==> config.mk <==
export PLATFORM = sky130hd
export DESIGN_NAME = dmem_wait
export DESIGN_NICKNAME = d
export VERILOG_FILES = /design/src/rtl/dmem_wait.sv
export SDC_FILE = /design/constraint.sdc
export NUM_CORES = 2
export LEC_CHECK = 0
export CAP_MARGIN = 20
export CORE_MARGIN = 10
export CORE_UTILIZATION = 49
export DETAILED_ROUTE_END_ITERATION = 6
export PLACE_DENSITY = 0.73
export SYNTH_ARGS = -nofsm -noshare
export SYNTH_HDL_FRONTEND = slang
export SYNTH_SLANG_ARGS = --single-unit
==> constraint.sdc <==
create_clock -name clk -period 3.8 [get_ports clk]
set_input_delay 0.95 -clock clk [delete_from_list [all_inputs] [get_ports clk]]
set_output_delay 0.95 -clock clk [all_outputs]
set_load 0.02 [all_outputs]
==> src/rtl/dmem_wait.sv <==
// Word-addressed data memory with fixed wait-state latency.
// Stalls the datapath from request until the access completes.
module dmem_wait #(
  parameter int DEPTH_LOG2 = 6,
  parameter int LATENCY    = 2
) (
  input  logic        clk,
  input  logic        reset,
  input  logic        memread,
  input  logic        memwrite,
  input  logic [31:0] addr,
  input  logic [31:0] writedata,
  output logic [31:0] readdata,
  output logic        stall,
  output logic        misalign
);

  typedef enum logic [1:0] {
    IDLE,
    BUSY,
    DONE
  } state_t;

  localparam logic [3:0] CNT_INIT = 4'(LATENCY - 1);

  state_t                state;
  logic [3:0]            cnt;
  logic [DEPTH_LOG2-1:0] idx;
  logic [1:0]            off;
  logic [31:0]           wdata;
  logic                  wr;
  logic                  req;
  logic                  commit;
  logic                  unused_hi;

  logic [31:0] mem [2**DEPTH_LOG2];

  assign req       = memread | memwrite;
  assign commit    = (state == BUSY) && (cnt == 4'd0);
  assign unused_hi = ^addr[31:DEPTH_LOG2+2];

  always_comb begin
    stall = 1'b0;
    unique case (state)
      IDLE:    stall = req;
      BUSY:    stall = 1'b1;
      default: stall = 1'b0;
    endcase
  end

  always_ff @(posedge clk or posedge reset) begin
    if (reset) begin
      state    <= IDLE;
      cnt      <= 4'd0;
      readdata <= 32'd0;
      misalign <= 1'b0;
      idx      <= '0;
      off      <= 2'd0;
      wdata    <= 32'd0;
      wr       <= 1'b0;
    end else begin
      unique case (state)
        IDLE: begin
          misalign <= 1'b0;
          if (req) begin
            state <= BUSY;
            idx   <= addr[DEPTH_LOG2+1:2];
            off   <= addr[1:0];
            wdata <= writedata;
            wr    <= memwrite;
            cnt   <= CNT_INIT;
          end
        end
        BUSY: begin
          if (cnt != 4'd0) begin
            cnt <= cnt - 4'd1;
          end else begin
            state    <= DONE;
            misalign <= (off != 2'd0);
            if (!wr)
              readdata <= (off == 2'd0) ? mem[idx] : 32'd0;
          end
        end
        default: begin
          state    <= IDLE;
          misalign <= 1'b0;
        end
      endcase
    end
  end

  // RAM has no reset; a write lands only on the BUSY->DONE edge.
  always_ff @(posedge clk) begin
    if (!reset && commit && wr && off == 2'd0)
      mem[idx] <= wdata;
  end

endmodule

After elaboration in Yosys (flattened, before gate mapping)
Memory sizes are Yosys's and may differ from the RTL's.
Cells that the tools add are included.
{"block": "classes", "addsub": 1, "eq_ne": 4, "muxes": 12, "n_bitwise": 3, "reduce_logical": 15}
{"operator": "$mux 32", "n": 1}
{"operator": "$mux 4", "n": 2}
{"operator": "$pmux 4 s2", "n": 1}
{"operator": "$reduce_and 3->1", "n": 2}
{"operator": "$logic_and 1x1->1", "n": 4}
{"operator": "$logic_not 2->1", "n": 2}
{"operator": "$logic_not 4->1", "n": 1}
{"operator": "$mux 1", "n": 4}
{"operator": "$mux 2", "n": 2}
{"operator": "$ne 2x2->1 const B", "n": 2}
{"operator": "$pmux 2 s2", "n": 1}
{"operator": "$reduce_and 2->1", "n": 2}
{"operator": "$reduce_bool 2->1", "n": 2}
{"operator": "$reduce_bool 4->1", "n": 1}
{"operator": "$sub 4x1->4 const B", "n": 1}
{"operator": "$eq 2x1->1 const B", "n": 1}
{"operator": "$ne 2x1->1 const B", "n": 1}
{"operator": "$not 1->1", "n": 2}
{"operator": "$pmux 1 s2", "n": 1}
{"operator": "$logic_not 1->1", "n": 1}
{"operator": "$or 1x1->1", "n": 1}
{"block": "totals", "regBits": 80, "mem_bits_rw": 2048, "inputBits": 68, "out_inout_bits": 34, "wordCells": 44, "mem_count": 1}
{"memory": "mem", "words": 64, "word_bits": 32, "rd": 1, "rd_clocked_by_memory_dff": 0, "wr": 1, "line_no": "36", "source": "logic [31:0] mem [2**DEPTH_LOG2];"}

Longest topological paths before layout
{"block": "logic_depth", "ltp_word": 7, "depth_mapped": 10, "mapped_depth_nobuf": 8}

Worst setup path after synthesis
Ideal clock, no wire load.
{"block": "synth_path", "kind": "input to register", "from": "input reset", "to": "memory mem[12][0] (enable)", "setup_ps": 421, "t_arrival_ps": 4910, "required_time_ps": 3379, "path_slack_ps": -1532, "stages": 5, "path_buffers": 0, "cell_sequence": "inv_1 -> nand3_1 -> nor3_1 -> nand2_1 -> nor2_1"}
{"block": "synth_between", "elab_chain_len": 6}
{"item": "start, declared", "line_no": "8", "source": "input logic reset,"}
{"item": "$logic_not 1->1", "line_no": "94", "source": "if (!reset && commit && wr && off == 2'd0)"}
{"item": "$logic_and 1x1->1 (3 in series)", "line_no": "94"}
{"item": "$mux 1", "line_no": "94"}
{"item": "$mux 1 (not written as such)", "line_no": "95", "source": "mem[idx] <= wdata;"}
{"item": "end, declared", "line_no": "36"}
Every way passes these cells.

Worst setup path in the final report
{"block": "layout_path", "from": "register idx[2]", "to": "register readdata[30]"}
{"block": "layout_between", "elab_chain_len": 2}
{"item": "start, declared", "line_no": "28", "source": "logic [DEPTH_LOG2-1:0] idx;"}
{"item": "start signal, assigned", "line_no": "67", "source": "idx <= addr[DEPTH_LOG2+1:2];"}
{"item": "$mem_v2 64x32"}
{"item": "$mux 32", "line_no": "81", "source": "readdata <= (off == 2'd0) ? mem[idx] : 32'd0;"}
{"item": "end signal, assigned", "line_no": "81"}
{"item": "end, declared", "line_no": "13", "source": "output logic [31:0] readdata,"}
Every way passes these cells.
A chain may end at the register's enable or synchronous reset.

==> summary.md <==
| Metric | Value |
|---|---|
| DIE WIDTH | 430 µm |
| Seq/Total Area, Yosys | 76.9% |
| Gr usage total | 21.1% |
| Max Fanout on Critical Path | 37 |
| Hold WC Path Type | register to register |
| CTS sink cnt | 2128 |
| Sw Share | about a third |
| Post-CTS Hold Fix Bufs | 0 |
| Leading area contributor after synthesis | edfxtp_1 |
| Required @ worst endpoint | approximately 4500 ps |
| Die height | 430 µm |
| Number of global-route vias before repair | between 40000 and 50000 |
| # IOs | 102 |
| Clock power frac | roughly 28% |
| Ranking of synthesized cells by area | edfxtp_1 74%, mux2i_1 12%, a22oi_1 3.1% |
| Worst-Margin Slew | 1140 ps |
| Combinational fraction of design power | 29.4% |
| Synth unique cells | 46 |
| Peak VDD IR | between 0.0006 and 0.0007 V |
| Mean Syn Cell Area | 17.8 µm² |
| DRT Wirelength | 200 mm |
| Largest net degree at the start of global routing | 70 |
| Power per cell area | 763 nW/µm² |
| Placed Cells | 6905 |
| Pins Over Slew Limit | 0 |
| Via-per-instance ratio | 6.00 |
| Post-CTS setup buffers | 0 |
| DR iter-0 viols | roughly 5400 |
| Startpoint Class | register |
| Leak | 31.8 nW |
| Routed Antenna Nets | 0 |
| Total power | 72.3 mW |
| Grt ovf | 0 |
| Core Area | 167000 µm² |
| Max-cap violation count | 0 |
| Root Buffer | clkbuf_16 |
| Rel. slew slack | between 20% and 30% |
| IO Port Bufs | 77 |
| CTS H-tree depth | 4 |
| Initial antenna violation count | 9 |
| Post-synthesis cell count | between 4000 and 5000 |
| Clock Latency Late Sink | just under 900 ps |
| Post-Layout Inst Area | 94800 µm² |
| TNS Setup | 0 ps |
| Syn Nets | between 4000 and 5000 |
| Synth Cell Area | 82600 µm² |
| CTS tree | done |
| Share of post-route cells with drive strength above 1 | between 10% and 20% |
| Std-Cell Rows | 150 |
| DPL Wire Length | 119 mm |
| Clk slew on worst S/H paths | 60 ps |
| Worst setup EP type | register |
| Starting density of the core | 49.3% |
| Max incr delay on CP | around 850 ps |
| # fillers | roughly 12000 |
| CTS max path bufs | 3 |
| Status | finished, final reports clean |
| Drt pass-1 iters | 5 |
| Post-route minimum period | 3400 ps |
| Post-CTS sizing | 0 |
| Post-synth top area share | 74.5% |
| RSZ-0062 raised after global routing | false |
| Slowest CP cell | dfrtp_4 |
| Sw power | roughly 24 mW |
| Synth Register Bits | 2128 |
| Register Area | ~64000 µm² |
| CP Cell Sequence | buf_12 > mux2i_1 > o22ai_1 > o21ai_0 > nand4_1 > nor3_1 > o21ai_1 |
| Sequential power share | 43.1% |
| Area grow syn2layout | 14.8% |
| CP Class | register to register |
| Total CTS buffers | ~210 |
| Final Hold Violating Endpoints | 0 |
| Int Power | 48.1 mW |
| Yosys warning count | 0 |
| Period utilization | 89.5% |
| Final setup skew | 45.2 ps |
| Residual DRC | 0 |
| Final #Nets | 4988 |
| First-pass GRT wire length | ~290 mm |
| GPL Wtd Cong | 0.815 |
| Post-detailed-route wirelength per cell | 27.4 µm |
| Die Area | 185000 µm² |
| Fmax | 294 MHz |
| End-of-flow core utilization | 56.6% |
| Finished Layout Cells | 7303 |
| # setup viols final | 0 |
| Multi-input gate area | 17800 µm² |
| WP data arrival | ~4100 ps |
| Dpl cell area | 87900 µm² |
| Via count | 43800 |
-- cell usage in the layout (no fill, tap or decap), types with 32 or more instances in the layout --
master / count
a21oi_1: 65
a22oi_1: 343
buf_12: 90
buf_4: 190
clkbuf_1: 60
clkbuf_16: 207
clkdlybuf4s50_1: 77
clkinv_1: 43
dfrtp_1: 47
dfrtp_2: 32
edfxtp_1: 2048
mux2_2: 39
mux2i_1: 1008
nand2_1: 253
nand3_1: 102
nand4_1: 58
nor2_4: 65
nor3_1: 34
o21ai_0: 39
o21ai_1: 58
o22ai_1: 96
-- worst max-delay path: cells and delay by family (launching register included) --
| kind | cells | cell delay, ps |
|---|---|---|
| multiplexers | 1 | 230 |
| flip-flops | 1 | 850 |
| AO/OA/AOI/OAI | 3 | 810 |
| AND/OR/NAND/NOR | 2 | 980 |
| buffers and inverters | 1 | 360 |
-- state kept, by name (all words and copies together), names as in the netlist --
register / count
idx: 6
mem: 2048
readdata: 32
misalign: 1
wdata: 32
cnt: 4
off: 2
state: 2
wr: 1
-- synth_stat cells (all sizes together) --
master,count
mux2i,1008
dfrtp,80
nor2b,2
a21oi,65
mux2,39
nand3,103
clkbuf,65
nand2,255
a22o,1
buf,210
o21ai,97
xor2,2
inv,6
or3,2
nor3b,2
ha,1
and2,2
o211ai,1
edfxtp,2048
nor2,80
o21a,1
o22ai,96
o31a,1
nor3,36
or2,2
a221oi,4
or3b,2
nand2b,5
nand4,58
nand3b,3
a22oi,343
mux4,10
-- per-stage QoR --
| step | worst slack, ps | hold slack [ps] |
|---|---|---|
| after floorplan | -471 | 462 |
| after global placement | 366 | 468 |
| after detailed placement | 372 | 478 |
| after CTS | 354 | 491 |
| after global routing | 200 | 518 |
| final | 401 | 481 |
-- cell type report --
| class | count | share of cell area, % |
|---|---|---|
| flip-flops and latches | 2128 | 67.0 |
| multi-input cells | 2221 | 18.8 |
| clock buffers | 281 | 5.90 |
| repair buffers | 357 | 4.22 |
| well taps | 2204 | 2.91 |
| clock inverters | 104 | 1.10 |
| inverters | 6 | 0.0277 |
| diodes | 2 | 0.00528 |
-- worst paths after layout --
kind,from,endpoint,slack (ps),depth (start not counted)
min in group asynchronous,reset,idx[2],680,3
setup / recovery,idx[2],readdata[30],400,7
hold / removal,readdata[10],readdata[10],480,2
hold reg to reg,readdata[10],readdata[10],480,2
setup reg to reg,idx[2],readdata[30],400,7
max in group asynchronous,reset,wdata[20],1990,4
-- cell families after synthesis --
| kind of cell | Yosys count | synth area share, % |
|---|---|---|
| AOI/OAI and AO/OA | 609 | 4.93 |
| xor gates and xnor gates | 2 | 0.0212 |
| adders and majority gates | 1 | 0.0152 |
| buffers and inverters | 281 | 2.10 |
| DFF | 2128 | 76.9 |
| muxes | 1057 | 13.0 |
| and+or+nand+nor | 552 | 2.99 |
-- power groups by stage --
stage	clock, mW	sequential (mW)	combinational, mW
3_5_place_dp	0	32.6	19.9
6_report	19.9	31.2	21.2
5_1_grt	21.1	31.3	22.4
4_1_cts	20.1	32.1	20.0
2_1_floorplan	0	31.9	12.0
3_3_place_gp	0	32.5	19.6
-- routing by layer --
| metal | global-route usage, % | part of all wire [%] |
|---|---|---|
| met1 | 27.5 | 39 |
| met2 | 34.9 | 49 |
| met3 | 3.87 | 7.9 |
| met4 | 8.46 | 4.1 |
| met5 | 0 | 0.027 |
No activity file was read; power rests on OpenSTA's default activity.
